## src/rtl/cu_pkg.sv

```systemverilog
// cu_pkg: shared types and encodings for the cu_microseq control unit.
//   - cu_state_e : microsequencer FSM states
//   - OP_*       : 4-bit opcodes (ir[INSTR_W-1 -: 4])
//   - FUN_*      : RF / ARF / IR function encodings
//   - ARF_*      : ARF output-select indices and one-hot write enables
//   - MUX_*      : MuxA / MuxB input selects
//   - ALU_*      : ALU function codes
//   - REG_BASE   : field value that names R1 (R1..RNREG = REG_BASE..REG_BASE+NREG-1)
package cu_pkg;

    typedef enum logic [2:0] {
        ST_IDLE    = 3'd0,
        ST_FETCH_L = 3'd1,
        ST_FETCH_H = 3'd2,
        ST_DECODE  = 3'd3,
        ST_EXEC    = 3'd4,
        ST_HALT    = 3'd5
    } cu_state_e;

    localparam logic [3:0] OP_AND = 4'h0;
    localparam logic [3:0] OP_OR  = 4'h1;
    localparam logic [3:0] OP_NOT = 4'h2;
    localparam logic [3:0] OP_ADD = 4'h3;
    localparam logic [3:0] OP_SUB = 4'h4;
    localparam logic [3:0] OP_LSR = 4'h5;
    localparam logic [3:0] OP_LSL = 4'h6;
    localparam logic [3:0] OP_INC = 4'h7;
    localparam logic [3:0] OP_DEC = 4'h8;
    localparam logic [3:0] OP_BRA = 4'h9;
    localparam logic [3:0] OP_BNE = 4'hA;
    localparam logic [3:0] OP_MOV = 4'hB;
    localparam logic [3:0] OP_LD  = 4'hC;
    localparam logic [3:0] OP_ST  = 4'hD;
    localparam logic [3:0] OP_PUL = 4'hE;
    localparam logic [3:0] OP_PSH = 4'hF;

    localparam logic [1:0] FUN_CLR  = 2'b00;
    localparam logic [1:0] FUN_LOAD = 2'b01;
    localparam logic [1:0] FUN_DEC  = 2'b10;
    localparam logic [1:0] FUN_INC  = 2'b11;

    localparam logic [1:0] ARF_AR  = 2'b00;
    localparam logic [1:0] ARF_SP  = 2'b01;
    localparam logic [1:0] ARF_PCP = 2'b10;
    localparam logic [1:0] ARF_PC  = 2'b11;

    // arf_rsel bit order is {AR, SP, PCpast, PC}
    localparam logic [3:0] ARF_EN_AR  = 4'b1000;
    localparam logic [3:0] ARF_EN_SP  = 4'b0100;
    localparam logic [3:0] ARF_EN_PCP = 4'b0010;
    localparam logic [3:0] ARF_EN_PC  = 4'b0001;

    localparam logic [1:0] MUX_ALU = 2'b00;
    localparam logic [1:0] MUX_MEM = 2'b01;
    localparam logic [1:0] MUX_IRL = 2'b10;
    localparam logic [1:0] MUX_ARF = 2'b11;

    localparam logic [3:0] ALU_PASSA = 4'b0000;
    localparam logic [3:0] ALU_PASSB = 4'b0001;
    localparam logic [3:0] ALU_NOT   = 4'b0010;
    localparam logic [3:0] ALU_ADD   = 4'b0100;
    localparam logic [3:0] ALU_SUB   = 4'b0101;
    localparam logic [3:0] ALU_AND   = 4'b0111;
    localparam logic [3:0] ALU_OR    = 4'b1000;
    localparam logic [3:0] ALU_LSL   = 4'b1011;
    localparam logic [3:0] ALU_LSR   = 4'b1100;

    localparam int REG_BASE = 4;

endpackage

```

## src/rtl/cu_onehot_dec.sv

```systemverilog
// cu_onehot_dec: N-to-2^N one-hot decoder (out_o[k] = 1 when in_i == k).
//   in_i  [N-1:0]      binary index
//   out_o [2^N-1:0]    one-hot result
module cu_onehot_dec #(
    parameter int N = 4
) (
    input  logic [N-1:0]        in_i,
    output logic [(1<<N)-1:0]   out_o
);

    always_comb begin
        out_o       = '0;
        out_o[in_i] = 1'b1;
    end

endmodule

```

## src/rtl/cu_microseq.sv

```systemverilog
// cu_microseq: hardwired microsequencer driving ALU_System.
// FSM: IDLE -> FETCH_L -> FETCH_H -> DECODE -> EXEC -> FETCH_L ...; HALT on
// memory timeout (or HLT when built with CU_HALT_OPC_EN).
//
// Instruction fields (INSTR_W >= 16):
//   [INSTR_W-1 -: 4] opcode
//   reg/ALU ops : [11:8] source A, [7:4] destination, [3:0] source B
//   memory ops  : [11:8] register, [7:0] address (loaded into AR in DECODE)
//   register field value REG_BASE+k names R(k+1); other values are not registers
//
// Memory handshake: mem_cs_o=0 presents an access; it completes in the cycle
// mem_ready_i=1. Until then every drive is held and no ARF/RF write is issued.
// WAIT_MAX consecutive not-ready cycles abort to HALT with bus_err_o set.
//
// Ports: clk, rst_n (async active-low); start_i, ir_i, alu_z_i, mem_ready_i in;
// datapath selects/functions/enables out; mem_cs_o (active low), mem_wr_o;
// busy_o, bus_err_o (sticky); state_o exposes the FSM state.
//
// Build option: CU_HALT_OPC_EN makes 16'hFFFF a HLT instruction.
module cu_microseq
    import cu_pkg::*;
#(
    parameter int INSTR_W  = 16,
    parameter int NREG     = 4,
    parameter int WAIT_MAX = 15
) (
    input  logic               clk,
    input  logic               rst_n,
    input  logic               start_i,
    input  logic [INSTR_W-1:0] ir_i,
    input  logic               alu_z_i,
    input  logic               mem_ready_i,
    output logic [1:0]         mux_a_sel_o,
    output logic [1:0]         mux_b_sel_o,
    output logic               mux_c_sel_o,
    output logic [2:0]         rf_outa_sel_o,
    output logic [2:0]         rf_outb_sel_o,
    output logic [1:0]         rf_funsel_o,
    output logic [NREG-1:0]    rf_rsel_o,
    output logic [3:0]         alu_funsel_o,
    output logic [1:0]         arf_outa_sel_o,
    output logic [1:0]         arf_outb_sel_o,
    output logic [1:0]         arf_funsel_o,
    output logic [3:0]         arf_rsel_o,
    output logic [1:0]         ir_funsel_o,
    output logic               ir_en_o,
    output logic               ir_lh_o,
    output logic               mem_cs_o,
    output logic               mem_wr_o,
    output logic               busy_o,
    output logic               bus_err_o,
    output cu_state_e          state_o
);

    localparam int WCNT_W = $clog2(WAIT_MAX + 1);

    cu_state_e          state_q, state_d;
    logic               bus_err_q, bus_err_d;
    logic [WCNT_W-1:0]  wait_q, wait_d;

    logic [3:0]  opcode, dst_f;
    logic [15:0] op_dec, dst_dec, srca_dec, srcb_dec;
    logic        hlt_op, psh_op, mem_op, mem_access, timeout;
    logic        dst_ok, srca_ok, srcb_ok, bin_op, un_op;
    logic [3:0]  alu_fn;
    logic [NREG-1:0] rsel_dst;
    logic        unused_dec;

    assign opcode = ir_i[INSTR_W-1 -: 4];

`ifdef CU_HALT_OPC_EN
    assign hlt_op = op_dec[OP_PSH] && (ir_i[11:0] == 12'hFFF);
`else
    assign hlt_op = 1'b0;
`endif
    assign psh_op = op_dec[OP_PSH] & ~hlt_op;
    assign mem_op = op_dec[OP_LD] | op_dec[OP_ST] | op_dec[OP_PUL] | psh_op;
    assign dst_f  = mem_op ? ir_i[11:8] : ir_i[7:4];

    cu_onehot_dec #(.N(4)) u_op_dec   (.in_i(opcode),     .out_o(op_dec));
    cu_onehot_dec #(.N(4)) u_dst_dec  (.in_i(dst_f),      .out_o(dst_dec));
    cu_onehot_dec #(.N(4)) u_srca_dec (.in_i(ir_i[11:8]), .out_o(srca_dec));
    cu_onehot_dec #(.N(4)) u_srcb_dec (.in_i(ir_i[3:0]),  .out_o(srcb_dec));

    // Only the REG_BASE window of each field decoder names a register.
    assign unused_dec = ^{dst_dec, srca_dec, srcb_dec};
    assign dst_ok  = |dst_dec[REG_BASE +: NREG];
    assign srca_ok = |srca_dec[REG_BASE +: NREG];
    assign srcb_ok = |srcb_dec[REG_BASE +: NREG];

    // rf_rsel is MSB-first: R1 is the top bit.
    always_comb begin
        rsel_dst = '0;
        for (int k = 0; k < NREG; k++) begin
            rsel_dst[NREG-1-k] = dst_dec[REG_BASE+k];
        end
    end

    assign bin_op = op_dec[OP_AND] | op_dec[OP_OR] | op_dec[OP_ADD] | op_dec[OP_SUB];
    assign un_op  = op_dec[OP_NOT] | op_dec[OP_LSR] | op_dec[OP_LSL] | op_dec[OP_MOV];
    assign alu_fn = ({4{op_dec[OP_AND]}} & ALU_AND) | ({4{op_dec[OP_OR]}}  & ALU_OR)
                  | ({4{op_dec[OP_NOT]}} & ALU_NOT) | ({4{op_dec[OP_ADD]}} & ALU_ADD)
                  | ({4{op_dec[OP_SUB]}} & ALU_SUB) | ({4{op_dec[OP_LSR]}} & ALU_LSR)
                  | ({4{op_dec[OP_LSL]}} & ALU_LSL) | ({4{op_dec[OP_MOV]}} & ALU_PASSB);

    assign mem_access = (state_q == ST_FETCH_L) || (state_q == ST_FETCH_H)
                     || ((state_q == ST_EXEC) && mem_op);
    // A ready in the final allowed cycle completes the access instead of timing out.
    assign timeout = mem_access && !mem_ready_i && (wait_q == WCNT_W'(WAIT_MAX - 1));
    assign wait_d  = (mem_access && !mem_ready_i && !timeout) ? wait_q + WCNT_W'(1) : '0;

    always_comb begin
        state_d        = state_q;
        bus_err_d      = bus_err_q;
        mux_a_sel_o    = MUX_ALU;
        mux_b_sel_o    = MUX_ALU;
        mux_c_sel_o    = 1'b0;      // ALU A always takes RF outA
        rf_outa_sel_o  = 3'b000;
        rf_outb_sel_o  = 3'b000;
        rf_funsel_o    = FUN_CLR;
        rf_rsel_o      = '0;
        alu_funsel_o   = ALU_PASSA;
        arf_outa_sel_o = ARF_AR;
        arf_outb_sel_o = ARF_AR;
        arf_funsel_o   = FUN_CLR;
        arf_rsel_o     = 4'b0000;
        ir_funsel_o    = FUN_CLR;
        ir_en_o        = 1'b0;
        ir_lh_o        = 1'b0;
        mem_cs_o       = 1'b1;
        mem_wr_o       = 1'b0;

        case (state_q)
            ST_IDLE: begin
                if (start_i) state_d = ST_FETCH_L;
            end
            ST_FETCH_L, ST_FETCH_H: begin
                mem_cs_o       = 1'b0;
                arf_outb_sel_o = ARF_PC;
                ir_en_o        = 1'b1;
                ir_funsel_o    = FUN_LOAD;
                ir_lh_o        = (state_q == ST_FETCH_H);
                if (mem_ready_i) begin
                    arf_funsel_o = FUN_INC;
                    arf_rsel_o   = ARF_EN_PC | ARF_EN_PCP;
                    state_d      = (state_q == ST_FETCH_L) ? ST_FETCH_H : ST_DECODE;
                end else if (timeout) begin
                    state_d   = ST_HALT;
                    bus_err_d = 1'b1;
                end
            end
            ST_DECODE: begin
                mux_b_sel_o  = MUX_IRL;
                arf_funsel_o = FUN_LOAD;
                arf_rsel_o   = ARF_EN_AR;
                state_d      = ST_EXEC;
            end
            ST_EXEC: begin
                state_d = ST_FETCH_L;
                if (mem_op) begin
                    mem_cs_o = 1'b0;
                    if (op_dec[OP_LD] || op_dec[OP_PUL]) begin
                        arf_outb_sel_o = op_dec[OP_LD] ? ARF_AR : ARF_SP;
                        mux_a_sel_o    = MUX_MEM;
                        rf_funsel_o    = FUN_LOAD;
                        if (mem_ready_i && dst_ok) rf_rsel_o = rsel_dst;
                        if (mem_ready_i && op_dec[OP_PUL]) begin
                            arf_funsel_o = FUN_INC;
                            arf_rsel_o   = ARF_EN_SP;
                        end
                    end else begin
                        arf_outb_sel_o = op_dec[OP_ST] ? ARF_AR : ARF_SP;
                        rf_outa_sel_o  = dst_f[2:0];
                        alu_funsel_o   = ALU_PASSA;
                        mem_wr_o       = 1'b1;
                        if (mem_ready_i && psh_op) begin
                            arf_funsel_o = FUN_DEC;
                            arf_rsel_o   = ARF_EN_SP;
                        end
                    end
                    if (!mem_ready_i) begin
                        state_d = ST_EXEC;
                        if (timeout) begin
                            state_d   = ST_HALT;
                            bus_err_d = 1'b1;
                        end
                    end
                end else if (hlt_op) begin
                    state_d = ST_HALT;
                end else if (op_dec[OP_BRA] || op_dec[OP_BNE]) begin
                    arf_outa_sel_o = ARF_AR;
                    mux_b_sel_o    = MUX_ARF;
                    arf_funsel_o   = FUN_LOAD;
                    if (op_dec[OP_BRA] || !alu_z_i) arf_rsel_o = ARF_EN_PC;
                end else if (op_dec[OP_INC] || op_dec[OP_DEC]) begin
                    rf_funsel_o = op_dec[OP_INC] ? FUN_INC : FUN_DEC;
                    if (dst_ok) rf_rsel_o = rsel_dst;
                end else begin
                    rf_outa_sel_o = ir_i[10:8];
                    rf_outb_sel_o = ir_i[2:0];
                    alu_funsel_o  = alu_fn;
                    mux_a_sel_o   = MUX_ALU;
                    rf_funsel_o   = FUN_LOAD;
                    if ((bin_op && dst_ok && srca_ok && srcb_ok) || (un_op && dst_ok && srcb_ok))
                        rf_rsel_o = rsel_dst;
                end
            end
            ST_HALT: begin
                if (start_i) begin
                    state_d   = ST_FETCH_L;
                    bus_err_d = 1'b0;
                end
            end
            default: state_d = ST_IDLE;
        endcase
    end

    always_ff @(posedge clk or negedge rst_n) begin
        if (!rst_n) begin
            state_q   <= ST_IDLE;
            bus_err_q <= 1'b0;
            wait_q    <= '0;
        end else begin
            state_q   <= state_d;
            bus_err_q <= bus_err_d;
            wait_q    <= wait_d;
        end
    end

    assign busy_o    = (state_q != ST_IDLE) && (state_q != ST_HALT);
    assign bus_err_o = bus_err_q;
    assign state_o   = state_q;

endmodule
```

## config.mk

```make
export PLATFORM = sky130hd
export DESIGN_NAME = cu_microseq
export DESIGN_NICKNAME = d
export VERILOG_FILES = /design/src/rtl/cu_pkg.sv /design/src/rtl/cu_onehot_dec.sv /design/src/rtl/cu_microseq.sv
export SDC_FILE = /design/constraint.sdc
export NUM_CORES = 1
export LEC_CHECK = 0
export ABC_AREA = 0
export CORE_MARGIN = 1.5
export CORE_UTILIZATION = 41
export CTS_CLUSTER_SIZE = 14
export DETAILED_ROUTE_END_ITERATION = 8
export PLACE_DENSITY = 0.88
export SLEW_MARGIN = 20
export SYNTH_ARGS = -nofsm -noshare
export SYNTH_HDL_FRONTEND = slang
export SYNTH_SLANG_ARGS = --single-unit
```

## constraint.sdc

```tcl
create_clock -name clk -period 3.1 [get_ports clk]
set_input_delay 0.465 -clock clk [delete_from_list [all_inputs] [get_ports clk]]
set_output_delay 0.465 -clock clk [all_outputs]
set_load 0.01 [all_outputs]
```

==> metrics.txt, run 1 <==
1st-iter DRT viols=27; area share of the largest cell type after synthesis=18.29%; kind of critical path=input pin to output port; final setup margin=0.07977 ns; first-pass GRT wire length=4.781 mm; CP Capture Type=output port; post-synthesis to final-layout area growth=55.09%; Post-CTS Setup Inserts=0; EDFF count, synth=0; initial antenna violation count=0; run status=finished clean; total number of vias=1253; cell taking the most area after synthesis=dfrtp_1; WL final=3.177 mm; share of cells above drive strength 1=12.32%; IO buf count=57; total power draw=1.042 mW; Final Wtd Congestion=0.7721; Synth cell types=51; Hold Slack=0.4769 ns; Row Count=18; clock skew=0.007185 ns; Hold-fix buffers, CTS=0; TritonCTS clock tree=built; Psw=449.2 µW; Sequential Power Share=17.7%; fin crit period=3.020 ns; Setup violations, final=0; H-Tree Depth=1; Clock power frac=7.7%; Finished Cell Area=0.001698 mm²; leakage=0.6651 nW; Max Fanout on Critical Path=9; die width=54.68 µm; Avg Inst Size Synth=7.397 µm²; die area=0.002989 mm²; CORE AREA=0.002500 mm²; period utilization=97.43%; number of global-route vias before repair=1103; Root Buffer Master=clkbuf_4; YS warnings=0; Die Y=54.68 µm; VDD IR-drop max=0.5276 mV; # clock sinks=8; layout net count=228; # Max-Cap Violations=0; mapped cell area=0.001095 mm²; RSZ-0062 raised after global routing=false; synthesized flop and latch total=8; Placed Area=0.001673 mm²; most frequent cells in the layout=57 x clkdlybuf4s50_1, 11 x nor2_1, 10 x a21oi_1; Syn Inst Count=148; DR WL/cell=13.64 µm; most common library cell in the layout ignoring fill and taps=clkdlybuf4s50_1; largest cells by area after synthesis=dfrtp_1 18%, buf_4 4.8%, a21oi_1 4.6%, and2_1 4.6%, nor2_1 3.8%; # fillers=223; Async SR Flop Fraction=100.0%; register area share after synthesis=18.29%; Critical Path Source Type=input pin; critical path data required time=2.63 ns; Slew Limit Fails=0; Peak Freq=331.1 MHz; pre-CTS setup slack=0.1063 ns; DP Wirelength=2.549 mm; Initial Util=43.79%; Initial DRT Pass Iterations=4; crit path DAT=2.56 ns; Inserted Clock Buffers=3; PostCTS Resize Cnt=0; Comb power frac=74.6%; pwr/cell area=613.9 mW/mm²; internal power=593.1 µW; worst skew pair latency=0.26 ns; largest net degree at the start of global routing=15; drt drc=0; Reg clk slew, reported paths=0.06 ns; top_reg_cell synth=dfrtp_1; GRT Util Overall=21.41%; Hold Vio Cnt, Final=0; Setup TNS Final=0 ns; DR vias/cell=5.378; IO Pins=63; switching part of the total=43.10%; total grt overflow=0; diodes inserted=0; Hold Crit Class=input pin to async pin; clk buf depth=2; post-route ant nets=0
## logic make-up (layout without fill, tap and decap cells)
family / after synthesis / count (layout) / synth area share (%)
fa+ha+maj: 2 / 2 / 2.285
other cells: 1 / 5 / 0.3425
buf+inv: 27 / 78 / 13.37
flops: 8 / 8 / 18.29
xor+xnor: 4 / 4 / 3.201
compound gates: 41 / 41 / 26.97
mux: 2 / 2 / 1.943
simple gates: 63 / 63 / 33.60
## layer usage
metal | global-route usage, % | share of wire [%] | vias to the layer above
li1 | - | - | 625
met1 | 25.87 | 42 | 574
met2 | 39.09 | 50 | 51
met3 | 1.639 | 7.3 | 3
met4 | 7.500 | 0.91 | 0
met5 | 0 | 0 | -
## final timing paths
kind | cells past startpoint | from | endpoint | slack [ns]
max | 6 | ir_i[13] | rf_rsel_o[0] | 0.08
min | 1 | rst_n | bus_err_o | 0.48
max in group asynchronous | 1 | rst_n | wait_q[3] | 2.36
max reg2reg | 4 | state_o[0] | bus_err_o | 1.33
min reg2reg | 1 | wait_q[0] | wait_q[0] | 0.49
min in group clk | 1 | wait_q[0] | wait_q[0] | 0.49
## Yosys cell counts (4+ instances only)
| master | number |
|---|---|
| clkbuf_1 | 4 |
| and2_1 | 8 |
| nor2_1 | 11 |
| o21ai_0 | 5 |
| buf_4 | 7 |
| a211oi_1 | 4 |
| inv_1 | 9 |
| a21oi_1 | 10 |
| nand2_1 | 9 |
| dfrtp_1 | 8 |
| nor3_1 | 6 |
| nand3_1 | 4 |
## power by group through the flow
stage | registers (mW) | clock network, mW | logic [mW]
finish | 0.185 | 0.0801 | 0.777
global route | 0.191 | 0.0907 | 0.843
CTS | 0.184 | 0.0849 | 0.781
detailed placement | 0.186 | 0 | 0.776
global placement | 0.181 | 0 | 0.764
floorplan | 0.170 | 0 | 0.446
## flip-flops by register name (all words and copies together) (netlist names)
signal,cells
bus_err_o,1
state_o,3
wait_q,4
## layout make-up
type / count / area, µm² / area share (%)
multi-input combinational: 117 / 765.7 / 45.10
timing repair buffer: 66 / 638.1 / 37.58
sequential: 8 / 200.2 / 11.79
tap: 30 / 37.54 / 2.211
inverter: 9 / 33.78 / 1.990
clock buffer: 3 / 22.52 / 1.326
## critical path, stage by stage
cell and delay (ns):
clkdlybuf4s50_1 0.63, nand2_1 0.14, and2_1 0.21, a211o_1 0.29, a221oi_2 0.26, clkdlybuf4s50_1 0.57
## per-stage QoR
step / std cells / utilization (%)
after floorplan: 152 / -
after global placement: 230 / 66.92
after detailed placement: 230 / 66.92
after CTS: 233 / 67.82
after global routing: 233 / 67.92
final: 233 / 67.92
(Power assumes the default switching activity.)
==> run 2, diff against run 1 <==
--- a/config.mk
+++ b/config.mk
@@ -11,6 +11,8 @@
 export CTS_CLUSTER_SIZE = 14
 export DETAILED_ROUTE_END_ITERATION = 8
 export PLACE_DENSITY = 0.88
+export RECOVER_POWER = 50
+export SKIP_CTS_REPAIR_TIMING = 1
 export SLEW_MARGIN = 20
 export SYNTH_ARGS = -nofsm -noshare
 export SYNTH_HDL_FRONTEND = slang
==> metrics.txt, run 2 (synthesis results as in run 1) <==
# clock sinks=8 (unchanged); share of cells above drive strength 1=11.33% (-0.99 points); number of global-route vias before repair=1103 (unchanged); clock skew=0.007403 ns (+0.0002186 ns); Row Count=18 (unchanged); Initial Util=43.79% (unchanged); VDD IR-drop max=0.5130 mV (-2.8%); Peak Freq=331.6 MHz (+0.14%); crit path DAT=2.55 ns (about the same); Slew Limit Fails=0 (unchanged); most frequent cells in the layout=46 x clkdlybuf4s50_1, 12 x nor2_1, 11 x dlygate4sd3_1; Initial DRT Pass Iterations=4 (unchanged); RSZ-0062 raised after global routing=false; max reg flops=4 (unchanged); post-synthesis to final-layout area growth=54.51%; CORE AREA=0.002500 mm² (unchanged); Die Y=54.68 µm (unchanged); r2r setup slk=1.33 ns (about the same); RR Startpoint=state_o[0]; period utilization=97.29% (-0.13 points); largest net degree at the start of global routing=15 (unchanged); H-Tree Depth=1 (unchanged); layout net count=228 (unchanged); most flop-heavy register=wait_q; placed cell count=230 (unchanged); Final Non-Filler Cells=233 (unchanged); Hold Slack=0.4896 ns (+0.01272 ns); Worst R2R Path Depth=4 (unchanged); Hold Vio Cnt, Final=0 (unchanged); critical path startpoint=ir_i[13]; 1st-iter DRT viols=28 (+3.7%); CP Capture Point=rf_rsel_o[0]; pre-CTS setup slack=0.1063 ns (unchanged); clk buf depth=2 (unchanged); post-route ant nets=0 (unchanged); Reg clk slew, reported paths=0.05 ns (about the same); critical path data required time=2.63 ns (about the same); Root Buffer Master=clkbuf_4; DR WL/cell=13.62 µm (-0.13%); HP Start=wait_q[0]; Max Fanout on Critical Path=9 (unchanged); GRT Util Overall=21.41% (unchanged); WL final=3.173 mm (-0.13%); leakage=0.6773 nW (+1.8%); most common library cell in the layout ignoring fill and taps=clkdlybuf4s50_1; die area=0.002989 mm² (unchanged); Hold Crit Class=register to register; worst skew pair latency=0.26 ns (about the same); Inserted Clock Buffers=3 (unchanged); Setup violations, final=0 (unchanged); run status=finished clean; CP Capture Type=output port; Critical Path Source Type=input pin; kind of critical path=input pin to output port; fin crit period=3.016 ns (-0.004105 ns); pwr/cell area=596.7 mW/mm² (-2.8%); IO Pins=63 (unchanged); Final Wtd Congestion=0.7721 (unchanged); drt drc=0 (unchanged); first-pass GRT wire length=4.781 mm (unchanged); Setup TNS Final=0 ns (unchanged); worst reg2reg endpoint=bus_err_o; final setup margin=0.08388 ns (+0.004105 ns); # Max-Cap Violations=0 (unchanged); total number of vias=1262 (+0.72%); diodes inserted=0 (unchanged); TritonCTS clock tree=built; # fillers=226 (+1.3%); IO buf count=57 (unchanged); die width=54.68 µm (unchanged); initial antenna violation count=0 (unchanged); DR vias/cell=5.416 (+0.72%); DP Wirelength=2.549 mm (unchanged); total grt overflow=0 (unchanged)
run 2: cell type report:
cell class / count / area (µm²) / share of cell area, %
multi-input combinational: 117 / 763.2 / 45.12
inverter: 9 / 33.78 / 1.997
timing repair buffer: 66 / 634.4 / 37.50
tap: 30 / 37.54 / 2.219
sequential: 8 / 200.2 / 11.83
clock buffer: 3 / 22.52 / 1.331
run 2: worst min-delay path by stage:
stage | endpoint | slack [ns] | cells past startpoint
CTS | bus_err_o | 0.48 | 1
finish | wait_q[0] | 0.49 | 1
global route | wait_q[0] | 0.51 | 1
detailed placement | wait_q[0] | 0.49 | 1
floorplan | bus_err_o | 0.17 | 0
global placement | wait_q[0] | 0.47 | 1
run 2: report_power, final:
group | internal (mW) | switching [mW]
clock | 0.0443 | 0.0359
sequential | 0.134 | 0.0501
combinational | 0.388 | 0.357
total | 0.567 | 0.443
run 2: metal layers:
metal,vias to the layer above,share of wire [%],GRT usage [%]
met5,-,0,0
li1,625,-,-
met3,3,7.6,1.639
met2,56,50,39.09
met1,578,42,25.87
met4,0,0.91,7.500
run 2: metrics by stage:
stage	util, %	instance area [µm²]	power, mW
2_1_floorplan	-	1110	0.6161
3_3_place_gp	66.92	1673	0.9454
3_5_place_dp	66.92	1673	0.9621
4_1_cts	67.82	1695	1.050
5_1_grt	67.67	1692	1.092
6_report	67.67	1692	1.009
run 2: critical path, cell delays in order:
cell	delay, ns
clkdlybuf4s50_1	0.63
nand2_1	0.14
and2_1	0.21
a211o_1	0.29
a221oi_2	0.26
clkdlybuf4s50_1	0.57
